### config.mk
export PLATFORM = sky130hd
export DESIGN_NAME = soc_int_trigger_conditioner
export DESIGN_NICKNAME = d
export VERILOG_FILES = /design/src/rtl/soc_int_trigger_conditioner.sv
export SDC_FILE = /design/constraint.sdc
export NUM_CORES = 1
export LEC_CHECK = 0
export ABC_AREA = 1
export ABC_CLOCK_PERIOD_IN_PS = 3200
export CORE_AREA = 10 10 90 92
export CTS_CLUSTER_DIAMETER = 60
export DETAILED_ROUTE_END_ITERATION = 16
export DIE_AREA = 0 0 100 102
export GPL_TIMING_DRIVEN = 1
export HOLD_SLACK_MARGIN = 0.08
export SYNTH_ARGS = -nofsm -noshare
export SYNTH_HDL_FRONTEND = slang
export SYNTH_SLANG_ARGS = --single-unit
### constraint.sdc
create_clock -name clk -period 3.2 [get_ports clk]
set_clock_uncertainty 0.2 [all_clocks]
set_input_delay 0.64 -clock clk [delete_from_list [all_inputs] [get_ports clk]]
set_output_delay 0.64 -clock clk [all_outputs]
set_load 0.05 [all_outputs]
### src/rtl/soc_int_trigger_conditioner.sv
// soc_int_trigger_conditioner
// Cleans up to 32 raw interrupt sources into a registered trigger vector.
// Each line gets polarity correction and an optional synchroniser.
// It then gets an optional debounce filter and is presented as a level or a
// single-cycle edge pulse.
module soc_int_trigger_conditioner #(
  parameter int unsigned          SYNC_STAGES     = 2,
  parameter int unsigned          DEBOUNCE_CYCLES = 4,
  parameter logic        [31:0]   SYNC_MASK       = 32'h0,
  parameter logic        [31:0]   DEBOUNCE_MASK   = 32'h0,
  parameter logic        [31:0]   INVERT_MASK     = 32'h0,
  parameter logic        [31:0]   EDGE_MASK       = 32'h0,
  parameter logic        [31:0]   FALL_MASK       = 32'h0
) (
  input  logic        clk,
  input  logic        res,
  input  logic [31:0] int_sources,
  output logic [31:0] int_triggers,
  output logic [31:0] line_state
);

  localparam int unsigned CNT_W = $clog2(DEBOUNCE_CYCLES + 1);
  localparam logic [CNT_W-1:0] CNT_LAST = CNT_W'(DEBOUNCE_CYCLES - 1);

  logic [31:0] a_p0;       // active-high sources after polarity correction
  logic [31:0] s_p0;       // sources aligned to clk (synchronised where needed)
  logic [31:0] stable_p1;  // accepted level per line
  logic [31:0] prev_p2;    // accepted level one cycle earlier
  logic [31:0] trig_nxt;

  assign a_p0 = int_sources ^ INVERT_MASK;

  for (genvar i = 0; i < 32; i++) begin : g_line
    logic stable_q;

    // ---- sync stage: async lines get a flop chain, sync lines pass straight
    if (SYNC_MASK[i]) begin : g_sync
      logic [SYNC_STAGES-1:0] chain_q;

      // Shift the polarity-corrected source through the synchroniser chain
      always_ff @(posedge clk or posedge res) begin
        if (res) chain_q <= '0;
        else     chain_q <= {chain_q[SYNC_STAGES-2:0], a_p0[i]};
      end

      assign s_p0[i] = chain_q[SYNC_STAGES-1];
    end else begin : g_nosync
      assign s_p0[i] = a_p0[i];
    end

    // ---- accept stage: optional debounce filter feeding stable_p1
    if (DEBOUNCE_MASK[i]) begin : g_deb
      logic [CNT_W-1:0] cnt_q;

      // Accept a new level only after DEBOUNCE_CYCLES consecutive differing samples
      always_ff @(posedge clk or posedge res) begin
        if (res) begin
          stable_q <= 1'b0;
          cnt_q    <= '0;
        end else if (s_p0[i] == stable_q) begin
          cnt_q    <= '0;
        end else if (cnt_q == CNT_LAST) begin
          stable_q <= s_p0[i];
          cnt_q    <= '0;
        end else begin
          cnt_q    <= cnt_q + CNT_W'(1);
        end
      end
    end else begin : g_nodeb
      // Without filtering the accepted level simply follows the sample
      always_ff @(posedge clk or posedge res) begin
        if (res) stable_q <= 1'b0;
        else     stable_q <= s_p0[i];
      end
    end

    assign stable_p1[i] = stable_q;
  end

  // ---- output stage: level lines copy stable, edge lines compare with history
  // Select level, rising-edge or falling-edge behaviour per line
  always_comb begin
    trig_nxt = (~EDGE_MASK & stable_p1)
             | ( EDGE_MASK & ~FALL_MASK &  stable_p1 & ~prev_p2)
             | ( EDGE_MASK &  FALL_MASK & ~stable_p1 &  prev_p2);
  end

  // Register the history and the trigger vector
  always_ff @(posedge clk or posedge res) begin
    if (res) begin
      prev_p2      <= '0;
      int_triggers <= '0;
    end else begin
      prev_p2      <= stable_p1;
      int_triggers <= trig_nxt;
    end
  end

  assign line_state = stable_p1;

endmodule

## After elaboration in Yosys (flattened, before gate mapping)

Index checks and enable logic that the tools add are counted.

| word-level totals | value |
|---|---|
| logic and storage cells | 33 |
| input bits | 34 |
| output and inout bits | 64 |
| register bits after elaboration | 64 |

## Longest topological paths before layout

| logic depth | value |
|---|---|
| depth after elaboration | 0 |
| mapped depth | 1 |
| mapped depth without buffers | 1 |

## Worst setup path after synthesis

No wires, ideal clock.

| timing path | value |
|---|---|
| kind | register to output |
| start point | register int_triggers[0] |
| end point | output int_triggers[0] |
| path slack | 1.774 ns |
| data arrival time | 0.586 ns |
| data required time | 2.360 ns |
| stages on the path, launching flop included | 1 |
| path buffers | 0 |
| path through | dfrtp_1 |

RTL lines:

| element | line | text |
|---|---|---|
| start: declaration | 18 | `output logic [31:0] int_triggers,` |
| start signal: assignment | 95 | `int_triggers <= trig_nxt;` |

No word-level cell between the ends.

## Final worst setup path

| timing path | value |
|---|---|
| start point | register g_line[22].stable_q |
| end point | output line_state[22] |

RTL lines:

| element | line | text |
|---|---|---|
| start: declaration | 34 | `logic stable_q;` |
| start signal: assignment | 73 | `else stable_q <= s_p0[i];` |
| end: declaration | 19 | `output logic [31:0] line_state` |

No word-level cell between the ends.

==> flow_summary_export.csv <==
group,metric,value,unit
cts,numCtsBuffers,9,
die,io_pins,98,
setup_path,cp.required,2360,ps
drt,drt_iter0_drc,1,
die,die-area,10200,um^2
global_route,grt_overflow,0,
drt,drc,0,
cts,clockRootBuffer,"clkbuf_8",
global_route,grt_pass1_wl,6350,um
setup_path,slowest_delay,820,ps
final_layout,area_delta_synth_final,55.0,%
yosys,synth.avg_cell_area,19.0,um^2
sta,hold_viol_final,0,
die,dieWidth,100,um
cts,cts.sinks,64,
yosys,synth_area,1850,um^2
final_layout,n_antenna_cell,0,
cts,ctsHoldBuffers,0,
global_route,grt_max_degree,33,
cts,cts_resized,0,
final_layout,multiInputGateArea,0,um^2
setup_path,cp_num_buf_inv,1,
sta,drv_slew,0,
setup_path,critical_path_class,"register to primary output",
die,start_util,29.4,%
setup_path,worstPathMaxFanout,2,
yosys,synth_adder_area_share,0,%
cts,clk_pin_slew,60,ps
drt,routed_wl,4060,um
cts,cts_tree,"done",
yosys,synth_top_family_by_area,"buffers and inverters",
cts,clock_latency,320,ps
die,die_h,102,um
sta,min_period,2330,ps
sta,worst_pin_slew,545,ps
die,rows,29,
power_and_ir_drop,powerDensity,612,nW/um^2
yosys,yosys.area_share.simple,0,%
setup_path,critical_path.top_delay_family,"buffers and inverters",
drt,antenna_left,0,
power_and_ir_drop,vdd_drop_max,0.000295,V
yosys,yosysWarnings,0,
placed_design,dp_hpwl,3350,um
hold_path,min_path_type,"register to register",
cts,cts_setup_buffers,0,
run,drv_cap,0,
final_layout,nets,209,
setup_path,cp_cell_sequence,"clkdlybuf4s50_1",
sta,slew_headroom,63.6,%
global_route,first_global_vias,1171,
die,design.core.area,6280,um^2
yosys,ys_seq_area_share,86.8,%
sta,setup_viol,0,
final_layout,layout-drive-gt1-share,8.43,%
placed_design,gp_congestion,0.729,
setup_path,crit_path_end_kind,"primary output",
yosys,netlist.top_cell.by_area,"dfrtp_1",
yosys,netlist.area_leader.share,86.8,%
final_layout,fillers,566,
drt,vias,955,
yosys,synth_compound_area_share,0,%
yosys,synth-seq-cells,64,
setup_path,arrival,1490,ps
yosys,synth_mux_area_share,0,%
cts,cts_max_level,3,
outcome,status,"completed",
yosys,synth.distinct_cells,3,
drt,drt-wirelength-per-cell,15.9,um
placed_design,dp.cells,241,
setup_path,start_kind,"register",
final_layout,stdcell_count,255,
drt,dr.pass1.iters,2,
yosys,syn-num-nets,131,
yosys,synth.area.top_cells,"dfrtp_1, buf_4, inv_1",
power_and_ir_drop,p_leak,0.00123,uW
placed_design,io_buffer_count,97,
drt,routed_via_density,3.75,
global_route,grt_usage,8.33,%
yosys,synth_xor_xnor_area_share,0,%
final_layout,nMultiInputCombCells,0,
sta,setup_tns,0,ps
final_layout,final_cell_mix,"clkdlybuf4s50_1, dfrtp_1, clkbuf_8",
sta,grt_setup_unrepaired,"false",
cts,clk_path_buf_depth,2,
sta,finalCritPeriodShare,72.7,%
final_layout,final_common_cell,"clkdlybuf4s50_1",
global_route,antenna_found_initial,1,
setup_path,cpMaxStageDelayCell,"clkdlybuf4s50_1",
sta,fmax,430,MHz
yosys,syn-instance-count,97,
[state kept, by name (all words and copies together) (netlist names)]
name             count
g_line.stable_q     32
int_triggers        32
[synth_stat cells, drive strengths merged]
cell / instances
buf: 32
inv: 1
dfrtp: 64
[metal layers]
layer	wire length, um	global-route usage [%]	vias to the layer above
li1	-	-	419
met1	1170	6.72	467
met2	2140	13.7	63
met3	695	7.42	6
met4	52	4.24	0
met5	0	0	-
[cell type report]
type	instances	area [um^2]	share of cell area [%]
Tap cell	77	96.3	3.37
Clock buffer	14	173	6.04
Sequential cell	64	1600	56.0
Timing Repair Buffer	99	986	34.5
Inverter	1	3.75	0.131
[power breakdown]
| part | switching [uW] | internal, uW | leakage (uW) |
|---|---|---|---|
| Sequential | 15.6 | 851 | 0.000746 |
| Combinational | 190 | 104 | 0.000393 |
| Clock | 253 | 337 | 0.0000886 |
| Total | 459 | 1290 | 0.00123 |
[stage by stage]
stage	hold WS, ps	area, um^2	power [uW]	utilization, %	worst slack, ps
after CTS	174	2860	1790	45.6	833
after detailed placement	158	2690	1180	42.8	1190
after floorplan	155	1850	1070	-	762
after global routing	188	2860	1840	45.6	793
final	167	2860	1750	45.6	873
after global placement	157	2690	1180	42.8	1170
[final timing paths]
check / startpoint / end / slack (ps) / cells after the start
setup / recovery: g_line[22].stable_q / line_state[22] / 870 / 1
hold / removal: g_line[14].stable_q / int_triggers[14] / 170 / 0
setup reg to reg: g_line[25].stable_q / int_triggers[25] / 2490 / 0
hold reg to reg: g_line[14].stable_q / int_triggers[14] / 170 / 0
max in group asynchronous: res / int_triggers[28] / 1970 / 3
min in group asynchronous: res / g_line[18].stable_q / 540 / 3
[cell families (layout without fill, tap and decap cells)]
family                 after synthesis  count (layout)
DFF                                 64              64
buffers and inverters               33             114
Power figures use the tool's default switching activity.
